$ cat config.mk
export PLATFORM = sky130hd
export DESIGN_NAME = clk_enable_scheduler
export DESIGN_NICKNAME = d
export VERILOG_FILES = /design/src/rtl/clk_enable_scheduler.sv
export SDC_FILE = /design/constraint.sdc
export NUM_CORES = 1
export LEC_CHECK = 0
export CAP_MARGIN = 20
export CORE_MARGIN = 5
export CORE_UTILIZATION = 50
export CTS_CLUSTER_DIAMETER = 30
export CTS_CLUSTER_SIZE = 40
export DETAILED_ROUTE_END_ITERATION = 6
export PLACE_DENSITY = 0.67
export SETUP_SLACK_MARGIN = 0.02
export SKIP_CTS_REPAIR_TIMING = 1
export SLEW_MARGIN = 40
export SYNTH_ARGS = -nofsm -noshare
export SYNTH_HDL_FRONTEND = slang
export SYNTH_SLANG_ARGS = --single-unit
$ cat constraint.sdc
create_clock -name clk_in -period 4.75 [get_ports clk_in]
set_input_delay 1.1875 -clock clk_in [delete_from_list [all_inputs] [get_ports clk_in]]
set_output_delay 1.1875 -clock clk_in [all_outputs]
set_load 0.01 [all_outputs]
$ cat src/rtl/clk_enable_scheduler.sv
// clk_enable_scheduler: multi-channel programmable divider.
// Each channel has its own counter. It produces a registered one-cycle tick
// at every period boundary and a 50%-duty square wave that idles high.
// A write to a running channel is held in a shadow register and is applied
// only at the next boundary (a wrap or sync_start), so the outputs never glitch.
module clk_enable_scheduler #(
   parameter  int NUM_CH      = 4,
   parameter  int DIV_W       = 16,
   parameter  int DEFAULT_DIV = 1,
   localparam int CH_W        = (NUM_CH > 1) ? $clog2(NUM_CH) : 1
) (
   input  logic              clk_in,
   input  logic              rst_n,
   input  logic              cfg_valid,
   output logic              cfg_ready,
   input  logic [CH_W-1:0]   cfg_ch,
   input  logic [DIV_W-1:0]  cfg_div,
   input  logic              cfg_en,
   input  logic              sync_start,
   output logic [NUM_CH-1:0] tick,
   output logic [NUM_CH-1:0] clk_out,
   output logic [NUM_CH-1:0] pending
);

   logic [DIV_W-1:0]  cnt     [NUM_CH];
   logic [DIV_W-1:0]  div_act [NUM_CH];
   logic [DIV_W-1:0]  div_sh  [NUM_CH];
   logic [NUM_CH-1:0] en;
   logic [NUM_CH-1:0] wr_hit;

   // Ready is low only while the addressed channel already holds a shadow value.
   // A channel number with no channel behind it matches nothing, so ready stays 1
   // and the write is accepted and dropped.
   always_comb begin
      // NOTE: assigning a default before any condition means no path leaves the
      // output unassigned, so no latch is inferred.
      cfg_ready = 1'b1;
      for (int i = 0; i < NUM_CH; i++) begin
         if (cfg_ch == CH_W'(i)) cfg_ready = !pending[i];
      end
   end

   // One-hot decode of the accepted config write.
   always_comb begin
      wr_hit = '0;
      for (int i = 0; i < NUM_CH; i++) begin
         wr_hit[i] = cfg_valid && cfg_ready && (cfg_ch == CH_W'(i));
      end
   end

   // Per-channel counting, boundary handling and config writes.
   always_ff @(posedge clk_in or negedge rst_n) begin
      if (!rst_n) begin
         // NOTE: the per-channel arrays are small flop banks, not RAM. They are
         // reset here so that every channel leaves reset with a known divisor.
         for (int i = 0; i < NUM_CH; i++) begin
            cnt[i]     <= '0;
            div_act[i] <= DIV_W'(DEFAULT_DIV);
            div_sh[i]  <= '0;
         end
         en      <= '0;
         pending <= '0;
         tick    <= '0;
         clk_out <= '1;
      end else begin
         for (int i = 0; i < NUM_CH; i++) begin
            // Baseline behaviour when this channel has no write on this edge.
            // NOTE: all state uses non-blocking assignments. When a later
            // assignment in this block targets the same bit, it overrides the
            // baseline, and that override is how a write takes priority.
            if (en[i]) begin
               if (sync_start) begin
                  // Sync is a boundary. It never produces a tick, even when cnt==div_act.
                  cnt[i]     <= '0;
                  clk_out[i] <= 1'b1;
                  tick[i]    <= 1'b0;
                  if (pending[i]) begin
                     div_act[i] <= div_sh[i];
                     pending[i] <= 1'b0;
                  end
               end else if (cnt[i] == div_act[i]) begin
                  cnt[i]     <= '0;
                  tick[i]    <= 1'b1;
                  clk_out[i] <= ~clk_out[i];
                  if (pending[i]) begin
                     div_act[i] <= div_sh[i];
                     pending[i] <= 1'b0;
                  end
               end else begin
                  cnt[i]  <= cnt[i] + DIV_W'(1);
                  tick[i] <= 1'b0;
               end
            end else begin
               cnt[i]     <= '0;
               tick[i]    <= 1'b0;
               clk_out[i] <= 1'b1;
            end

            // An accepted write to this channel wins over sync for this channel.
            if (wr_hit[i]) begin
               if (!en[i]) begin
                  // Idle channel: load the divisor directly. If enabled, start
                  // counting from cnt=0 with the output high (baseline above).
                  div_act[i] <= cfg_div;
                  if (cfg_en) en[i] <= 1'b1;
               end else if (!cfg_en) begin
                  // Disable takes effect at once.
                  en[i]      <= 1'b0;
                  cnt[i]     <= '0;
                  clk_out[i] <= 1'b1;
                  tick[i]    <= 1'b0;
                  pending[i] <= 1'b0;
                  div_act[i] <= cfg_div;
               end else if (sync_start) begin
                  // Sync is itself a boundary, so the new divisor goes live now.
                  div_act[i] <= cfg_div;
                  pending[i] <= 1'b0;
                  cnt[i]     <= '0;
                  clk_out[i] <= 1'b1;
                  tick[i]    <= 1'b0;
               end else begin
                  // Running channel: shadow the divisor until the next wrap.
                  div_sh[i]  <= cfg_div;
                  pending[i] <= 1'b1;
               end
            end
         end
      end
   end

endmodule

==> out/qor.yml <==
run_status:
  status: "finished, final reports clean"
drt:
  wl_per_cell_um: 18.4
  viasPerCell: 5.62
  drt_wl_total_um: 23900
  drc: 0
  antenna_left: 0
  drtIter0Drc: 475
  drt-pass1-iter-count: 4
  vias: 7297
timing:
  max_freq_ghz: 0.248
  worst_clock_skew_ns: 0.0203
  rsz0062_at_grt: "no"
  finalCritPeriodShare_pct: 84.9
  slew_headroom_pct: 44.3
  hold_slack_ns: 0.488
  hold_violations: 0
  min_period_ns: 4.03
  fin_tns_setup_ns: 0
  setup_viol: 0
  worst-slew-pin-transition_ns: 0.836
  maxSlewViolCount: 0
synthesis:
  ys_warn_count: 0
  syn_area_um2: 10200
  mappedNetlistNets: 974
  postSynthAreaPerCell_um2: 10.8
  synth_edf_count: 0
  synth.distinct_cells: 39
  syn_inst: 947
  ys_async_sr_fraction_pct: 100
  synth_top_area_cell: "dfrtp_1"
  ys_dominant_reg_cell: "dfrtp_1"
  synthTopCellsByArea: "dfrtp_1 49%, xor2_1 8.5%, mux2_2 7.4%, nand2_1 6.1%, nand4_1 4.9%"
  seq_area_frac_synth_pct: 51.0
  yosysTopAreaCellShare_pct: 48.9
  ys_seq_elements: 208
worst_setup_path:
  cp_slowest_cell: "clkdlybuf4s50_1"
  crit_buf_inv: 3
  crit_path_end_kind: "output pin"
  cp_max_fo: 5
  worstPathArrival_ns: 2.85
  crit_family: "buffers and inverters"
  crit_chain: "clkdlybuf4s50_1 > mux4_2 > inv_1 > clkdlybuf4s50_1"
  crit_type: "in2out"
  required_ns: 3.56
  cpPeakStageDelay_ns: 0.55
  cpMostUsedCell: "clkdlybuf4s50_1"
  start_kind: "primary input"
place:
  dpl.cell_count: 1213
  portBuffers: 35
  place_congestion: 0.756
  hpwl_um: 14700
global_routing:
  gr-usage-all-layers_pct: 20.3
  grt_pass1_wl_um: 39100
  antenna_found_initial: 1
  overflow: 0
  grt_pass1_vias: 7353
  grt_start_max_net_pins: 97
die:
  rows: 52
  die_h_um: 153
  core_um2: 20200
  start_util_pct: 50.7
  die_area_um2: 23400
  ioPinCount: 36
  die_x_um: 153
cts:
  cts_root_buf: "clkbuf_16"
  cts.sinks: 208
  numCtsBuffers: 46
  cts_buffer_depth: 3
  htree_levels: 2
  cts_tree: "done"
  clkLatencyLatePin_ns: 0.53
  clk_pin_slew_ns: 0.04
power_and_ir_drop:
  p_leak_nw: 5.63
  power_switching_mw: 1.62
  internal_power_mw: 4.65
  swShare_pct: 25.8
  seq_power_share_pct: 37.4
  total_power_mw: 6.27
  power_density_nw_per_um2: 508
  vdd_drop_max_mv: 0.297
  p_comb_share_pct: 11.3
  pwr-share-clk_pct: 51.3
job:
  drv_cap: 0
cells_and_area:
  syn_to_final_growth_pct: 20.5
  final_util_pct: 61.1
  nets: 1018
  drive_gt1_share_pct: 21.3
  antennaDiodeCount: 0
  final_cell_count_no_fill: 1299
min_path:
  hp-class: "reg2reg"
## cell families after synthesis
family,after synthesis,synth area share [%]
AND/OR/NAND/NOR,400,18.7
flip-flops,208,51.0
XOR/XNOR,124,10.6
AO/OA/AOI/OAI,80,7.94
multiplexers,69,7.70
buffers and inverters,62,3.57
adder cells (fa/ha/maj),4,0.489
## routing by layer
| layer | global-route usage, % | routed length [µm] | vias to the layer above |
|---|---|---|---|
| li1 | - | - | 3437 |
| met1 | 28.1 | 10700 | 3652 |
| met2 | 32.5 | 11600 | 157 |
| met3 | 3.76 | 1070 | 51 |
| met4 | 6.58 | 510 | 0 |
| met5 | 0 | 0 | - |
## per-stage QoR
step	area (µm²)	worst slack [ns]
floorplan	10200	1.81
global placement	10700	0.725
detailed placement	10700	0.708
CTS	12300	0.706
global route	12300	0.644
finish	12300	0.717
## worst reg2reg max path, stage by stage, from the launching register on
cell and delay (ns):
dfrtp_1 0.42, xor2_1 0.18, nor4_1 0.42, a41o_1 0.23
buf_4 0.24, and3_1 0.73, o211ai_1 0.22
## synth_stat cells (14+ instances only)
cell / count
nor4_1: 17
clkbuf_1: 32
xor2_1: 99
o211ai_2: 40
xnor2_1: 25
nand4_1: 80
o211ai_1: 24
dfrtp_1: 200
nand3_1: 15
nor2_1: 74
nand2_1: 165
mux2_2: 67
and3_1: 14
## layout make-up
class                   instances  area [µm²]
multi-input cells             677        4650
inverters                       6        22.5
clock buffers                  61        1320
clock inverters                25         287
well taps                     270         338
fillers                      1655        7840
flip-flops and latches        208        5220
repair buffers                 52         495
## power by group through the flow
stage | clock network (mW) | registers, mW | logic (mW)
2_1_floorplan | 0 | 2.25 | 0.575
3_3_place_gp | 0 | 2.36 | 0.692
3_5_place_dp | 0 | 2.37 | 0.709
4_1_cts | 3.26 | 2.34 | 0.717
5_1_grt | 3.37 | 2.38 | 0.792
6_report | 3.21 | 2.34 | 0.710
## sequential cells by signal, summed over array words and instances, names as in the netlist, named ones only
register / count
en: 4
clk_out: 4
div_act: 64
tick: 4
div_sh: 64
cnt: 64
## cells in the final DEF (no fill, tap or decap), types with 5 or more instances in the layout
master,netlist,routed
bufinv_16,0,5
and4_1,6,6
clkdlybuf4s50_1,0,34
clkbuf_8,0,11
nor2b_1,6,6
nand2_1,165,165
xnor2_1,25,25
buf_4,5,16
xor2_1,99,99
o211ai_2,40,40
nor4_1,17,17
dfstp_2,8,8
clkbuf_16,0,46
nand4_1,80,80
nor2_1,74,74
dfrtp_1,200,200
and3_1,14,14
nor3_1,6,6
and2_1,8,8
o211ai_1,24,24
mux2_2,67,67
nand3_1,15,15
inv_1,6,6
clkinv_2,0,11
## final timing paths
check	startpoint	to	slack (ns)	cells after the start
max	cfg_ch[1]	cfg_ready	0.72	4
min	div_sh[63]	div_sh[63]	0.49	1
max reg2reg	cnt[28]	div_act[19]	2.15	6
min reg2reg	div_sh[63]	div_sh[63]	0.49	1
max in group asynchronous	rst_n	div_act[54]	3.01	2
min in group asynchronous	rst_n	cnt[11]	0.67	1
(Power assumes the default switching activity.)
